==> config.mk <==
export PLATFORM = sky130hd
export DESIGN_NAME = pwm_output_driver
export DESIGN_NICKNAME = d
export VERILOG_FILES = /design/src/rtl/pwm_pkg.sv /design/src/rtl/pwm_prescaler.sv /design/src/rtl/pwm_output_driver.sv
export SDC_FILE = /design/constraint.sdc
export NUM_CORES = 1
export LEC_CHECK = 0
export ABC_AREA = 1
export BUFFER_PORTS_ARGS = -buffer_cell sky130_fd_sc_hd__buf_2
export CORE_MARGIN = 3
export CORE_UTILIZATION = 49
export DETAILED_ROUTE_END_ITERATION = 8
export MAX_ROUTING_LAYER = met4
export PLACE_DENSITY_LB_ADDON = 0.08
export SLEW_MARGIN = 20
export SYNTH_ARGS = -nofsm -noshare
export SYNTH_HDL_FRONTEND = slang
export SYNTH_SLANG_ARGS = --single-unit
==> constraint.sdc <==
create_clock -name clk -period 2 [get_ports clk]
set_clock_uncertainty 0.05 [all_clocks]
set_input_delay 0.1 -clock clk [delete_from_list [all_inputs] [get_ports clk]]
set_output_delay 0.1 -clock clk [all_outputs]
set_load 0.005 [all_outputs]
==> src/rtl/pwm_pkg.sv <==
// Shared constants and types for the PWM output driver.
// The level rule lives here so every consumer uses the same full-on special case.
package pwm_pkg;
   localparam int         PWM_STEP_W          = 8;
   localparam logic [7:0] PWM_DUTY_FULL       = 8'hFF;
   localparam int         PWM_CLK_DIV_DEFAULT = 13;
   localparam int         PWM_PINS            = 16;

   typedef logic [PWM_PINS-1:0] pin_vec_t;

   // 0xFF means fully on rather than 255/256 of a period.
   function automatic logic pwm_level_f(input logic [PWM_STEP_W-1:0] step,
                                        input logic [PWM_STEP_W-1:0] duty);
      return (duty == PWM_DUTY_FULL) || (step < duty);
   endfunction
endpackage

==> src/rtl/pwm_prescaler.sv <==
// Free-running divider: tick is high for one clk out of every CLK_DIV.
// CLK_DIV = 1 degenerates to a constant tick.
module pwm_prescaler #(
   parameter int CLK_DIV = 13
) (
   input  logic clk,
   input  logic rst,
   output logic tick
);
   localparam int            W    = (CLK_DIV > 1) ? $clog2(CLK_DIV) : 1;
   localparam logic [W-1:0]  LAST = W'(CLK_DIV - 1);

   logic [W-1:0] cnt_q, cnt_d;

   always_comb begin
      cnt_d = (cnt_q == LAST) ? '0 : cnt_q + W'(1);
   end

   always_ff @(posedge clk or posedge rst) begin
      if (rst) cnt_q <= '0;
      else     cnt_q <= cnt_d;
   end

   assign tick = (cnt_q == LAST);
endmodule

==> src/rtl/pwm_output_driver.sv <==
// Drives 16 registered pins as off / static high / shared PWM from SPI registers.
// Duty is shadowed and only taken up at the 255->0 step wrap so pulses are never truncated.
module pwm_output_driver
   import pwm_pkg::*;
#(
   parameter int CLK_DIV = PWM_CLK_DIV_DEFAULT
) (
   input  logic        clk,
   input  logic        rst,
   input  logic [7:0]  en_reg_out_7_0,
   input  logic [7:0]  en_reg_out_15_8,
   input  logic [7:0]  en_reg_pwm_7_0,
   input  logic [7:0]  en_reg_pwm_15_8,
   input  logic [7:0]  pwm_duty_cycle,
   output logic [15:0] out,
   output logic        period_start,
   output logic        pwm_level
);
   logic                  tick;
   logic                  wrap;
   logic                  lvl;
   logic [PWM_STEP_W-1:0] step_q, step_d;
   logic [PWM_STEP_W-1:0] duty_q, duty_d;
   logic                  ps_q, ps_d;
   logic                  lvl_q;
   pin_vec_t              en_out, en_pwm;
   pin_vec_t              out_q, out_d;

   pwm_prescaler #(.CLK_DIV(CLK_DIV)) u_prescaler (
      .clk  (clk),
      .rst  (rst),
      .tick (tick)
   );

   assign en_out = {en_reg_out_15_8, en_reg_out_7_0};
   assign en_pwm = {en_reg_pwm_15_8, en_reg_pwm_7_0};
   assign wrap   = tick && (step_q == 8'hFF);

   always_comb begin
      step_d = step_q;
      duty_d = duty_q;
      ps_d   = wrap;
      if (tick) step_d = step_q + 8'd1;
      // The duty present on the wrap cycle itself is the one captured.
      if (wrap) duty_d = pwm_duty_cycle;
      lvl   = pwm_level_f(step_q, duty_q);
      out_d = en_out & (~en_pwm | {PWM_PINS{lvl}});
   end

   always_ff @(posedge clk or posedge rst) begin
      if (rst) begin
         step_q <= '0;
         duty_q <= '0;
         ps_q   <= 1'b0;
         lvl_q  <= 1'b0;
         out_q  <= '0;
      end else begin
         step_q <= step_d;
         duty_q <= duty_d;
         ps_q   <= ps_d;
         lvl_q  <= lvl;
         out_q  <= out_d;
      end
   end

   assign out          = out_q;
   assign period_start = ps_q;
   assign pwm_level    = lvl_q;
endmodule

==> results of run 1 <==
-- cells in the mapped netlist (all sizes together) --
library cell	count	area (sq um)
nor4	1	6.26
nand4	1	6.26
ha	10	125
a31o	1	8.76
xnor2	3	26.3
nor3	3	15.0
nor2	16	72.6
xor2	5	43.8
nand3	20	113
clkinv	1	5.00
dfrtp	38	951
inv	34	128
a21oi	10	80.1
nand2	40	165
buf	3	23.8
-- worst register-to-register path, delay by kind of cell (launching register included) --
family / cells / cell delay, ps
simple gates: 5 / 490
flops: 1 / 430
fa+ha+maj: 1 / 310
buf+inv: 2 / 250
compound gates: 1 / 150
-- area by class of cell --
type                    instances  area, sq um
flip-flops and latches         38          951
fillers                       237          828
repair buffers                102          733
multi-input cells             110          662
inverters                      35          133
well taps                      46         57.6
clock buffers                   6         51.3
-- power by group --
group	leakage, nW	switching, mW	total, mW	internal, mW
Combinational	0.918	0.0753	0.186	0.110
Clock	0.0302	0.238	0.396	0.158
Sequential	0.450	0.00690	0.799	0.793
Total	1.40	0.320	1.38	1.06
-- worst paths after layout --
| kind | endpoint | slack (ps) | cells past startpoint |
|---|---|---|---|
| setup / recovery | out[4] | 260 | 9 |
| hold / removal | out[10] | 340 | 4 |
| setup reg to reg | out[4] | 260 | 9 |
| hold reg to reg | step_q[5] | 480 | 1 |
| max in group asynchronous | u_prescaler.cnt_q[3] | 1220 | 4 |
| min in group clk | out[15] | 430 | 4 |
-- cells by family (layout without fill, tap and decap cells) --
group | Yosys count | in the layout
AOI/OAI and AO/OA | 11 | 11
buffers and inverters | 38 | 143
xor gates and xnor gates | 8 | 8
DFF | 38 | 38
and+or+nand+nor | 81 | 81
adders and majority gates | 10 | 10
-- cell usage in the layout, fill, tap and decap left out --
cell type	instances
nor3_1	3
dlygate4sd3_1	41
ha_1	10
inv_1	34
a31o_2	1
xnor2_1	3
nand4_1	1
nor4_1	1
nand2_1	38
clkbuf_4	5
nand3_4	1
a21oi_2	8
buf_4	1
a21oi_1	2
xor2_1	5
nor2_1	13
buf_12	1
clkbuf_8	1
nand2_4	2
dfrtp_1	38
nand3_1	19
buf_2	59
nor2_4	1
nor2_2	2
clkinv_2	1
-- routing by layer --
layer,share of wire,wire (um),GRT usage
met1,0.43,1800,0.279
met2,0.51,2120,0.354
met3,0.043,178,0.0493
met4,0.021,87,0.0838
met5,0,0,-
-- registers in the layout, summed over array words and instances (netlist names) --
register	cells
period_start	1
step_q	8
out	16
u_prescaler.cnt_q	4
duty_q	8
pwm_level	1
-- through the flow --
step / utilization / instance area [sq um] / hold slack [ps]
after floorplan: - / 1770 / 154
after detailed placement: 0.622 / 2130 / 186
after global routing: 0.758 / 2590 / 403
after CTS: 0.758 / 2590 / 358
after global placement: 0.622 / 2130 / 185
final: 0.758 / 2590 / 344
==> reports/qor.csv, run 1 <==
metric;value;unit
status;completed;
post-cts-setup-buffers;0;
fin_setup_tns;0;ps
setup_violations;0;
timing.rr.start;step_q[5];
dp_slack;296;ps
cpPeakStageDelay;430;ps
synthCells;186;
row_count;21;
power.density;534;nW/um^2
rsz0062_at_grt;false;
n_antenna_cell;0;
clk_pin_slew_worst_paths;110;ps
core;3420;sq um
drt_first_pass_iters;5;
worst_setup_path_start_kind;flip-flop;
hold_path_class;in2async;
syn_nets;238;
cts_buffers;5;
cpMaxStageDelayCell;dfrtp_1;
synth.avg_cell_area;9.51;sq um
synthMuxAreaShare;0;
synth_compound_area_frac;0.0502;
drtAntennaViolNets;0;
insertion_delay;340;ps
synthSimpleGateAreaFrac;0.214;
finalHoldViolations;0;
hpwl;2500;um
cts.sinks;38;
cellLeakagePower;1.40;nW
fp.dieArea;4370;sq um
worst_pin_slew;581;ps
worstPathArrival;1990;ps
grt_pass1_vias;1538;
relSlewSlack;0.612;
final_nets;344;
drt_wl_total;4180;um
gp_congestion;0.802;
track_usage;0.223;
path_class;reg2reg;
crit_family;simple AND/OR/NAND/NOR gates;
drtIter0Drc;65;
port_buffers;59;
ctsResizeCount;0;
drv_cap;0;
cts_hold_buffers;41;
ctsRootBufferMaster;clkbuf_4;
synth_xor_area_frac;0.0396;
drc;0;
vias;1534;
finalWorstSetupSlack;256;ps
clockBufferDepth;2;
total_power;1.38;mW
crit_chain;ha_1, a21oi_1, nor2_1, nor3_1, nand2_1, buf_12, nand3_1, nand2_1, inv_1;
antenna_found_initial;0;
fin_crit;1740;ps
synth-seq-cells;38;
synthAdderAreaFrac;0.0707;
drive_gt1_frac;0.285;
vdd_drop_max;0.407;mV
fin_crit_sh;0.872;
viasPerCell;4.55;
io_pins;60;
synth.distinct_cells;22;
syn2layout_area_growth;46.3;%
grt_max_degree;39;
synthesis.area;1770;sq um
yosysSeqAreaShare;0.537;
die_w;66.1;um
cts_tree;yes;
htree_levels;2;
die_h;66.1;um
path_buf_inv;2;
critical_path_required;2240;ps
grt_pass1_wl;7000;um
synth_top_family_by_area;simple AND/OR/NAND/NOR gates;
placed_cells;290;
clock.fmax;0.573;GHz
path_max_fanout;13;
setup.worst_path.start;step_q[5];
drv_slew;0;
wl_per_cell;12.4;um
synth_warnings;0;
start_util;0.518;
final_cells;337;
cpMostUsedCell;nand2_1;
cp-end-kind;flip-flop;
globalRouteOverflowTotal;0;
No activity file was read; power rests on OpenSTA's default activity.
==> run 2, diff against run 1 <==
- HOLD_SLACK_MARGIN: default -> 0.02
- REMOVE_ABC_BUFFERS: default -> 1
==> run 2 against run 1 <==
  * Sequential cell count is the same
  * Non-clock buffer count did not move
  * Die area is the same
  * Worst setup slack worse by 20 ps
  * Power grew 6.8%
  * Global-route usage is 1.6 points higher
  * Register-to-register slack got worse by 20 ps
  * Fmax down 1.1%
  * Wire length increased by 5.4%
  * Critical endpoint is now out[11]
  * Largest cell class unchanged
  * Highest routed layer unchanged
==> reports/qor.csv, run 2 (synthesis gave the netlist of run 1 again) <==
metric;value;unit;change
hpwl;2400;um;was 2500 um
status;completed;;unchanged
rsz0062_at_grt;false;;unchanged
wl_per_cell;13.0;um;was 12.4 um
insertion_delay;340;ps;about the same
wl_met2;2130;um;was 2120 um
cp-end-kind;flip-flop;;unchanged
vias;1570;;was 1534
clk_pin_slew_worst_paths;120;ps;was 110 ps
globalRouteOverflowTotal;0;;unchanged
finish.utilization;0.762;;was 0.758
drtIter0Drc;56;;was 65
path_class;reg2reg;;unchanged
register_area;951;sq um;unchanged
largest_register_ffs;16;;unchanged
cts_tree;yes;;unchanged
antenna_found_initial;0;;unchanged
fin_setup_tns;0;ps;unchanged
core;3420;sq um;unchanged
crit_family;simple AND/OR/NAND/NOR gates;;unchanged
grt_pass1_wl;7540;um;was 7000 um
nFillCells;247;;was 237
worst_pin_slew;577;ps;was 581 ps
die_w;66.1;um;unchanged
fin_crit;1760;ps;was 1740 ps
row_count;21;;unchanged
track_usage;0.239;;was 0.223
timing.rr.start;step_q[5];;unchanged
drt_wl_total;4400;um;was 4180 um
setup_violations;0;;unchanged
clock.fmax;0.567;GHz;was 0.573 GHz
dpl-instance-area;2110;sq um;was 2130 sq um
drt_first_pass_iters;4;;was 5
die_h;66.1;um;unchanged
worstPathArrival;1990;ps;about the same
layout_common_cells;buf_2 (59), dlygate4sd3_1 (41), nand2_1 (38), dfrtp_1 (38), inv_1 (34);;unchanged
start_util;0.518;;unchanged
final_area;2600;sq um;was 2590 sq um
drc;0;;unchanged
hold_path_class;in2async;;unchanged
cellLeakagePower;1.41;nW;was 1.40 nW
hold_ws;377;ps;was 344 ps
gp_congestion;0.746;;was 0.802
critical_path_required;2230;ps;was 2240 ps
fin_crit_sh;0.882;;was 0.872
ctsRootBufferMaster;clkbuf_4;;unchanged
ctsResizeCount;0;;unchanged
drv_slew;0;;unchanged
grt_max_degree;39;;unchanged
worst_setup_path_start_kind;flip-flop;;unchanged
path_buf_inv;2;;unchanged
grt_pass1_vias;1657;;was 1538
cpPeakStageDelay;440;ps;was 430 ps
multi_input_area;662;sq um;unchanged
htree_levels;2;;unchanged
path_max_fanout;17;;was 13
io_pins;60;;unchanged
cpMaxStageDelayCell;dfrtp_1;;unchanged
vdd_drop_max;0.393;mV;was 0.407 mV
clockBufferDepth;2;;unchanged
crit_chain;ha_1, a21oi_1, nor2_1, nor3_1, nand2_1, buf_4, nand3_1, nand2_1, inv_1;;was ha_1, a21oi_1, nor2_1, nor3_1, nand2_1, buf_12, nand3_1, nand2_1, inv_1
cts_buffers;5;;unchanged
viasPerCell;4.63;;was 4.55
fp.dieArea;4370;sq um;unchanged
power.density;567;nW/um^2;was 534 nW/um^2
total_power;1.48;mW;was 1.38 mW
syn2layout_area_growth;47.1;%;was 46.3%
setup.worst_path.start;step_q[5];;unchanged
cts.sinks;38;;unchanged
port_buffers;59;;unchanged
met1_length;1870;um;was 1800 um
finalHoldViolations;0;;unchanged
drtAntennaViolNets;0;;unchanged
dr.max_layer_used;met4;;unchanged
final_nets;344;;unchanged
n_antenna_cell;0;;unchanged
wl_met3;283;um;was 178 um
final_common_cell;buf_2;;unchanged
drive_gt1_frac;0.290;;was 0.285
cpMostUsedCell;nand2_1;;unchanged
relSlewSlack;0.615;;was 0.612
drv_cap;0;;unchanged
## run 2: changes by cell type in the layout (fill, tap and decap cells not counted)
cell | previous run | this run
buf_12 | 1 | 0
buf_4 | 1 | 2
clkbuf_8 | 1 | 3
## run 2: layout make-up
cell class	count	share of cell area
multi-input combinational	110	0.254
tap	46	0.0221
sequential	38	0.365
timing repair buffer	102	0.277
clock buffer	8	0.0303
inverter	35	0.0510
## run 2: timing repair
item                      4_1_cts  5_1_grt
hold endpoints to repair       62        0
hold buffers                   41        0
setup buffers                   0        0
## run 2: layer usage
metal	up-vias	track usage
met5	-	-
li1	782	-
met1	723	0.298
met4	0	0.112
met3	13	0.0714
met2	52	0.357
## run 2: worst min-delay path, delay by kind of cell
| family | cells | cell delay, ps |
|---|---|---|
| buffers and inverters | 4 | 1110 |
## run 2: metrics by stage
stage                     worst slack [ps]  instances
after CTS                              322        339
final                                  236        339
after global routing                  81.1        339
after global placement                 344        290
after detailed placement               360        290
after floorplan                        408        183
## run 2: worst paths after layout
kind / end / slack (ps) / depth (start not counted)
worst max-delay path: out[11] / 240 / 9
worst min-delay path: step_q[4] / 380 / 4
worst max register to register: out[11] / 240 / 9
worst min register to register: duty_q[1] / 490 / 2
max in group asynchronous: out[13] / 1190 / 4
min in group clk: out[15] / 440 / 4
## run 2: power by group
part           internal [mW]  switching [mW]  total, mW
clock                  0.240           0.248      0.488
combinational          0.110          0.0783      0.188
sequential             0.793         0.00659      0.799
total                   1.14           0.333       1.48
==> run 3, diff against run 2 <==
- CORE_ASPECT_RATIO: default -> 0.9
==> run 3 against run 2 <==
  * Sequential cell count did not move
  * Power rose by 7.7%
  * Highest routed layer unchanged
  * Global-route usage fell by 0.89 points
  * Critical endpoint is now out[8]
==> reports/qor.csv, run 3 (synthesis gave the netlist of run 1 again) <==
metric;value;unit;change
worst_setup_path_start_kind;flip-flop;;unchanged
insertion_delay;290;ps;was 340 ps
status;completed;;unchanged
relSlewSlack;0.595;;was 0.615
hold_path_depth;4;;
clock.fmax;0.574;GHz;was 0.567 GHz
drv_slew;0;;unchanged
cts.sinks;38;;unchanged
final_nets;342;;was 344
globalRouteOverflowTotal;0;;unchanged
syn2layout_area_growth;47.6;%;was 47.1%
register_area;951;sq um;unchanged
critical_path_required;2170;ps;was 2230 ps
fin_setup_tns;0;ps;unchanged
hpwl;2460;um;was 2400 um
port_buffers;59;;unchanged
die_w;69.3;um;was 66.1 um
ctsResizeCount;0;;unchanged
power.density;608;nW/um^2;was 567 nW/um^2
cts_buffers;5;;unchanged
dp_slack;334;ps;was 360 ps
worstPathArrival;1910;ps;was 1990 ps
viasPerCell;4.63;;about the same
rsz0062_at_grt;false;;unchanged
busiest_layer;met2;;unchanged
cp-end-kind;flip-flop;;unchanged
setup_violations;0;;unchanged
ctsRootBufferMaster;clkbuf_8;;was clkbuf_4
io_pins;60;;unchanged
fin_crit;1740;ps;was 1760 ps
multi_input_area;662;sq um;unchanged
timing.rr.start;step_q[5];;unchanged
htree_levels;2;;unchanged
start_util;0.516;;was 0.518
gp_congestion;0.740;;was 0.746
finalHoldViolations;0;;unchanged
grt_pass1_wl;7590;um;was 7540 um
setup.worst_path.start;step_q[5];;unchanged
globalRouteMet2Util;0.346;;was 0.357
fp.dieArea;4370;sq um;about the same
wl_per_cell;13.1;um;was 13.0 um
die_h;63.0;um;was 66.1 um
path_max_fanout;17;;unchanged
clk_pin_slew_worst_paths;70;ps;was 120 ps
drv_cap;0;;unchanged
track_usage;0.230;;was 0.239
path_class;reg2reg;;unchanged
grt_max_degree;39;;unchanged
layout_common_cells;buf_2 (59), dlygate4sd3_1 (39), nand2_1 (38), dfrtp_1 (38), inv_1 (34);;was buf_2 (59), dlygate4sd3_1 (41), nand2_1 (38), dfrtp_1 (38), inv_1 (34)
rrSetupSlack;260;ps;was 240 ps
cts_tree;yes;;unchanged
finalWorstSetupSlack;259;ps;was 236 ps
drive_gt1_frac;0.292;;was 0.290
n_antenna_cell;0;;unchanged
cellLeakagePower;1.41;nW;about the same
use_met3;0.0563;;was 0.0714
drt_first_pass_iters;4;;unchanged
drtAntennaViolNets;0;;unchanged
r2r_end;out[8];;was out[11]
drtIter0Drc;71;;was 56
worst_pin_slew;606;ps;was 577 ps
nFillCells;211;;was 247
final_common_cell;buf_2;;unchanged
drt_wl_total;4380;um;was 4400 um
row_count;20;;was 21
grtUsageMet1;0.307;;was 0.298
hold_path_class;in2reg;;was in2async
largest_register_ffs;16;;unchanged
vdd_drop_max;0.454;mV;was 0.393 mV
drc;0;;unchanged
endpoint;out[8];;was out[11]
grt_pass1_vias;1601;;was 1657
core;3430;sq um;was 3420 sq um
fin_crit_sh;0.871;;was 0.882
antenna_found_initial;0;;unchanged
vias;1550;;was 1570
reg2reg_depth;9;;unchanged
clockBufferDepth;2;;unchanged
## run 3: routing by layer
metal / part of all wire / up-vias
li1: - / 781
met5: 0 / -
met2: 0.48 / 49
met3: 0.064 / 6
met4: 0.013 / 0
met1: 0.45 / 714
## run 3: stage by stage
stage                     cell area, sq um  utilization  hold slack (ps)  std cells  power, mW
after floorplan                       1750            -              154        183      0.864
after global placement                2110        0.616              183        288      0.931
after detailed placement              2110        0.616              192        288      0.934
after CTS                             2610        0.762             27.0        335       1.60
after global routing                  2610        0.762             37.9        335       1.67
final                                 2610        0.762             33.9        335       1.59
## run 3: worst min path at each step
stage / start / endpoint / slack [ps]
after global routing: en_reg_pwm_15_8[3] / out[11] / 40
after CTS: en_reg_pwm_15_8[3] / out[11] / 30
after global placement: rst / out[2] / 180
final: en_reg_pwm_15_8[3] / out[11] / 30
after detailed placement: rst / u_prescaler.cnt_q[3] / 190
after floorplan: en_reg_out_7_0[0] / out[0] / 150
## run 3: cell type report
| class | instances | share of cell area |
|---|---|---|
| Timing Repair Buffer | 100 | 0.268 |
| Tap cell | 44 | 0.0211 |
| Clock buffer | 8 | 0.0422 |
| Inverter | 35 | 0.0508 |
| Multi-Input combinational cell | 110 | 0.253 |
| Sequential cell | 38 | 0.364 |
## run 3: where the power goes
part / switching, mW / internal (mW) / total (mW)
clock: 0.257 / 0.348 / 0.605
sequential: 0.00651 / 0.793 / 0.800
combinational: 0.0766 / 0.107 / 0.184
total: 0.340 / 1.25 / 1.59
## run 3: repair_timing
action / 4_1_cts / 5_1_grt
hold endpoints to repair: 62 / 0
hold buffers: 39 / 0
buffers inserted: 0 / 0
## run 3: worst max-delay path, stage by stage, from the launching register on
cell and delay (ps):
dfrtp_1 420, ha_1 320, a21oi_1 180, nor2_1 60, nor3_1 120, nand2_1 70, buf_4 200, nand3_1 90
nand2_1 90, inv_1 80
